--- config.mk ---
export PLATFORM = sky130hd
export DESIGN_NAME = control_encode
export DESIGN_NICKNAME = d
export VERILOG_FILES = /design/src/rtl/enc_pkg.sv /design/src/rtl/enc_counter.sv /design/src/rtl/control_encode.sv
export SDC_FILE = /design/constraint.sdc
export NUM_CORES = 1
export LEC_CHECK = 0
export BUFFER_PORTS_ARGS = -buffer_cell sky130_fd_sc_hd__buf_2
export CORE_MARGIN = 2
export CORE_UTILIZATION = 48
export DETAILED_ROUTE_END_ITERATION = 12
export GPL_TIMING_DRIVEN = 0
export HOLD_SLACK_MARGIN = 0.03
export PLACE_DENSITY = 0.76
export SLEW_MARGIN = 20
export SYNTH_ARGS = -nofsm -noshare
export SYNTH_HDL_FRONTEND = slang
export SYNTH_SLANG_ARGS = --single-unit
export TNS_END_PERCENT = 10
--- constraint.sdc ---
create_clock -name clk -period 2.3 [get_ports clk]
set_input_delay 0.345 -clock clk [delete_from_list [all_inputs] [get_ports clk]]
set_output_delay 0.345 -clock clk [all_outputs]
set_load 0.1 [all_outputs]
--- src/rtl/enc_pkg.sv ---
// Shared constants for the QC-LDPC encoder: FSM state encoding, default code
// geometry and the counter-width helpers used by the controller, datapath and bench.
package enc_pkg;

    typedef enum logic [2:0] {
        IDLE  = 3'd0,
        CLEAR = 3'd1,
        LOAD  = 3'd2,
        ACC   = 3'd3,
        OUT   = 3'd4,
        DONE  = 3'd5
    } state_e;

    localparam int Z_DEF  = 16;
    localparam int KB_DEF = 4;
    localparam int MB_DEF = 4;

    // Widths are floored at 1 so a degenerate geometry still yields a legal vector.
    function automatic int IDX_W(input int kb, input int mb);
        return (kb + mb > 1) ? $clog2(kb + mb) : 1;
    endfunction

    function automatic int SH_W(input int z);
        return (z > 1) ? $clog2(z) : 1;
    endfunction

endpackage

--- src/rtl/enc_counter.sv ---
// Mod-N up-counter with synchronous clear and a terminal-count flag; clear
// wins over increment, and the count wraps to zero after N-1.
module enc_counter #(
    parameter int N = 16,
    parameter int W = 4
) (
    input  logic         clk,
    input  logic         rst_n,
    input  logic         clr_i,
    input  logic         inc_i,
    output logic [W-1:0] cnt_o,
    output logic         tc_o
);

    localparam logic [W-1:0] LAST = W'(N - 1);

    logic [W-1:0] cnt_q;
    logic [W-1:0] cnt_d;

    always_comb begin
        cnt_d = cnt_q;
        if (clr_i) begin
            cnt_d = '0;
        end else if (inc_i) begin
            cnt_d = (cnt_q == LAST) ? '0 : cnt_q + W'(1);
        end
    end

    always_ff @(posedge clk or negedge rst_n) begin
        if (!rst_n) begin
            cnt_q <= '0;
        end else begin
            cnt_q <= cnt_d;
        end
    end

    assign cnt_o = cnt_q;
    assign tc_o  = (cnt_q == LAST);

endmodule

--- src/rtl/control_encode.sv ---
// Control FSM for the systematic QC-LDPC encoder: clears the parity accumulators,
// loads KB message words, drives Z rotate-accumulate cycles per word, then streams the codeword.
module control_encode
    import enc_pkg::*;
#(
    parameter int  Z  = Z_DEF,
    parameter int  KB = KB_DEF,
    parameter int  MB = MB_DEF,
    localparam int IW = IDX_W(KB, MB),
    localparam int SW = SH_W(Z)
) (
    input  logic          clk,
    input  logic          rst_n,
    input  logic          start_enc,
    input  logic          abort,
    input  logic          msg_valid,
    output logic          msg_ready,
    output logic          en_load,
    output logic          rst_acc,
    output logic          en_acc,
    output logic [IW-1:0] col_idx,
    output logic [SW-1:0] shift_cnt,
    output logic          out_valid,
    input  logic          out_ready,
    output logic          out_sel,
    output logic          busy,
    output logic          finish_enc
);

    localparam logic [IW-1:0] LAST_MSG_COL = IW'(KB - 1);
    localparam logic [IW-1:0] FIRST_PAR    = IW'(KB);

    state_e state_q;
    state_e state_d;

    logic sh_clr, sh_inc, sh_tc;
    logic ix_clr, ix_inc, ix_tc;

    enc_counter #(.N(Z), .W(SW)) u_shift_cnt (
        .clk   (clk),
        .rst_n (rst_n),
        .clr_i (sh_clr),
        .inc_i (sh_inc),
        .cnt_o (shift_cnt),
        .tc_o  (sh_tc)
    );

    // Index counter doubles as message column (LOAD/ACC) and output word index (OUT).
    enc_counter #(.N(KB + MB), .W(IW)) u_index_cnt (
        .clk   (clk),
        .rst_n (rst_n),
        .clr_i (ix_clr),
        .inc_i (ix_inc),
        .cnt_o (col_idx),
        .tc_o  (ix_tc)
    );

    always_comb begin
        state_d = state_q;
        sh_clr  = 1'b0;
        sh_inc  = 1'b0;
        ix_clr  = 1'b0;
        ix_inc  = 1'b0;
        if (abort) begin
            state_d = IDLE;
            sh_clr  = 1'b1;
            ix_clr  = 1'b1;
        end else begin
            unique case (state_q)
                IDLE: begin
                    if (start_enc) state_d = CLEAR;
                end
                CLEAR: begin
                    sh_clr  = 1'b1;
                    ix_clr  = 1'b1;
                    state_d = LOAD;
                end
                LOAD: begin
                    if (msg_valid) state_d = ACC;
                end
                ACC: begin
                    sh_inc = 1'b1;
                    if (sh_tc) begin
                        if (col_idx == LAST_MSG_COL) begin
                            ix_clr  = 1'b1;
                            state_d = OUT;
                        end else begin
                            ix_inc  = 1'b1;
                            state_d = LOAD;
                        end
                    end
                end
                OUT: begin
                    // The index counter wraps to 0 on the final handshake, leaving it clean for DONE.
                    if (out_ready) begin
                        ix_inc = 1'b1;
                        if (ix_tc) state_d = DONE;
                    end
                end
                DONE: begin
                    state_d = IDLE;
                end
                default: begin
                    state_d = IDLE;
                end
            endcase
        end
    end

    always_ff @(posedge clk or negedge rst_n) begin
        if (!rst_n) begin
            state_q <= IDLE;
        end else begin
            state_q <= state_d;
        end
    end

    assign msg_ready  = (state_q == LOAD);
    assign en_load    = msg_ready & msg_valid;
    assign rst_acc    = (state_q == CLEAR);
    assign en_acc     = (state_q == ACC);
    assign out_valid  = (state_q == OUT);
    assign out_sel    = out_valid & (col_idx >= FIRST_PAR);
    assign busy       = (state_q != IDLE);
    assign finish_enc = (state_q == DONE);

endmodule

==> results.yml <==
run_status:
  status: "finished, final reports clean"
detailed_routing:
  vias_per_cell: 5.39
  first_pass_iters: 6
  drc: 0
  ant_nets: 0
  wl_per_cell_microns: 12.7
  drtIter0Drc: 14
  wl_mm: 1.49
  vias: 631
timing:
  finalCriticalPeriod_ns: 2.03
  hold_ws_ns: 0.453
  final.setup_skew_ns: 0.00438
  timing.slew.headroom_pct: 67.4
  layout_setup_ws_ns: 0.273
  worst_pin_slew_ns: 0.493
  slew_viol_final: 0
  fmax_mhz: 493
  rsz0062_at_grt: "no"
  hold_violations: 0
  finalSetupViolations: 0
  min_period_over_period_pct: 88.1
power:
  cellLeakagePower_nw: 0.450
  vdd_drop_max_mv: 0.312
  powerDensity_nw_per_um2: 561
yosys:
  synth_cell_types: 29
  yosysSeqAreaShare_pct: 36.9
  synth_area_sq_um: 678
  synth_nets: 89
  netlist_instances: 78
  yosysWarnings: 0
  syn_area_per_cell_sq_um: 8.69
  synth-seq-cells: 10
clocking:
  cts_setup_buffers: 0
  cts_tree: "done"
  cts_buffers: 3
  path_clk_slew_ns: 0.07
  clock_sinks: 10
  clockBufferDepth: 2
  htree_levels: 1
  worstSkewPairLatency_ns: 0.28
  clockRootBuffer: "clkbuf_4"
setup_path:
  critPathKind: "reg -> out"
  crit_buf_inv: 2
  cp_data_arrival_time_ns: 1.68
  end_kind: "output port"
  critPathRequiredTime_ns: 1.96
  crit_family: "buffers and inverters"
  slowest_stage: "buf_2"
  crit_fanout: 10
  crit_chain: "clkbuf_1 > nand2b_1 > nor2_1 > buf_2"
  cp_slowest_stage_delay_ns: 0.43
  start_kind: "flip-flop"
place:
  hpwl_mm: 1.13
  io_buffers: 19
  dp_slack_ns: 0.335
  gp_congestion: 0.780
run:
  max-cap-violations: 0
global_routing:
  grt_max_degree: 11
  grt_pass1_wl_mm: 2.35
  grtUsageTotal_pct: 18.4
  antenna_found_initial: 0
  grt_pass1_vias: 518
  grt_overflow: 0
layout:
  synthToLayoutAreaGrowth_pct: 24.5
  final_nets: 114
  drive_above_1_share_pct: 32.4
  antennaDiodeCount: 0
hold_path:
  min_path_type: "in -> async"
floorplanning:
  core_area_sq_um: 1320
  die_h_microns: 41.6
  rows: 13
  fp.dieArea_sq_um: 1730
  start_util_pct: 51.5
  num_io_pins: 21
  fp.dieW_microns: 41.6
[what timing repair did]
| action | in CTS | in global routing |
|---|---|---|
| hold buffers | 1 | 0 |
| gates resized for setup | 0 | 0 |
| endpoints found under the hold margin | 10 | 0 |
[per-layer routing]
layer | routed length (microns) | GRT usage (%) | up-vias | share of wire, %
li1 | - | - | 322 | -
met4 | 8 | 7.74 | 0 | 0.54
met3 | 106 | 6.96 | 2 | 7.1
met1 | 667 | 22.4 | 285 | 45
met5 | 0 | 0 | - | 0
met2 | 708 | 29.1 | 22 | 47
[cell usage after synthesis]
cell type	number	share of area, %
a2111oi_1	1	1.5
a211oi_1	1	1.1
a211oi_2	1	1.8
a21o_1	1	1.1
a21oi_1	8	5.9
a22oi_4	1	3.1
and2_1	1	0.92
and2b_1	1	1.1
and3_2	1	1.1
and3b_1	1	1.3
and4bb_1	1	1.8
buf_1	1	0.55
buf_6	1	1.7
clkbuf_1	2	1.1
dfrtp_1	10	37
ha_1	5	9.2
inv_1	1	0.55
inv_2	1	0.55
nand2_1	10	5.5
nand2_2	1	0.92
nand2b_1	3	2.8
nand3_1	6	4.4
nor2_1	7	3.9
nor2b_1	3	2.8
nor3b_1	1	1.1
nor4_1	1	0.92
o21ai_0	3	2.2
or3_1	3	2.8
or3b_1	1	1.3
[cell type report]
| cell class | instances | area (sq um) |
|---|---|---|
| plain buffers | 4 | 22.5 |
| clock buffers | 4 | 36.3 |
| well taps | 15 | 18.8 |
| fillers | 129 | 473 |
| inverters | 2 | 7.51 |
| multi-input cells | 62 | 400 |
| repair buffers | 20 | 105 |
| flip-flops and latches | 10 | 254 |
[power by group]
group / internal (mW) / switching, mW
logic: 0.0227 / 0.0993
registers: 0.180 / 0.00679
clock network: 0.0964 / 0.0686
total: 0.299 / 0.175
[registers in the layout (all words and copies together), names as in the netlist]
signal / flops
u_shift_cnt.cnt_o: 4
state_q: 3
u_index_cnt.cnt_o: 3
[placed cells by master, fill, tap and decap left out, types with 2 or more instances in the layout]
cell,instances
a21oi_1,8
buf_2,19
clkbuf_1,2
clkbuf_4,3
dfrtp_1,7
dfrtp_2,3
ha_1,5
nand2_1,10
nand2b_1,3
nand3_1,6
nor2_1,6
nor2b_1,3
o21ai_0,3
or3_1,3
[cells by family (layout without fill, tap and decap cells)]
| kind of cell | count (synthesis) | in the layout | share of synthesized area [%] |
|---|---|---|---|
| DFF | 10 | 10 | 36.9 |
| AOI/OAI and AO/OA | 16 | 16 | 16.8 |
| adders and majority gates | 5 | 5 | 9.23 |
| and+or+nand+nor | 41 | 41 | 32.7 |
| buffers and inverters | 6 | 30 | 4.43 |
[metrics by stage]
step | utilization, % | cell area (sq um) | TNS [ns] | instances | total power [mW]
2_1_floorplan | - | 684 | -0.0808 | 78 | 0.288
3_3_place_gp | 60.6 | 798 | 0 | 112 | 0.311
3_5_place_dp | 60.6 | 798 | 0 | 112 | 0.311
4_1_cts | 64.1 | 845 | 0 | 117 | 0.477
5_1_grt | 64.1 | 845 | 0 | 117 | 0.490
6_report | 64.1 | 845 | 0 | 117 | 0.474
[path summary, 6_finish.rpt]
path / startpoint / end / slack, ns / cells after the start
min: rst_n / state_q[2]$_DFFE_PN0P_ / 0.45 / 2
max in group asynchronous: rst_n / u_index_cnt.cnt_o[0]$_DFFE_PN0P_ / 1.63 / 2
max: state_q[1]$_DFFE_PN0P_ / msg_ready / 0.27 / 4
min reg2reg: u_shift_cnt.cnt_o[1]$_DFFE_PN0P_ / u_shift_cnt.cnt_o[1]$_DFFE_PN0P_ / 0.57 / 2
min in group clk: out_ready / u_index_cnt.cnt_o[1]$_DFFE_PN0P_ / 0.46 / 4
max reg2reg: u_index_cnt.cnt_o[0]$_DFFE_PN0P_ / u_index_cnt.cnt_o[1]$_DFFE_PN0P_ / 0.34 / 6
(Power assumes the default switching activity.)
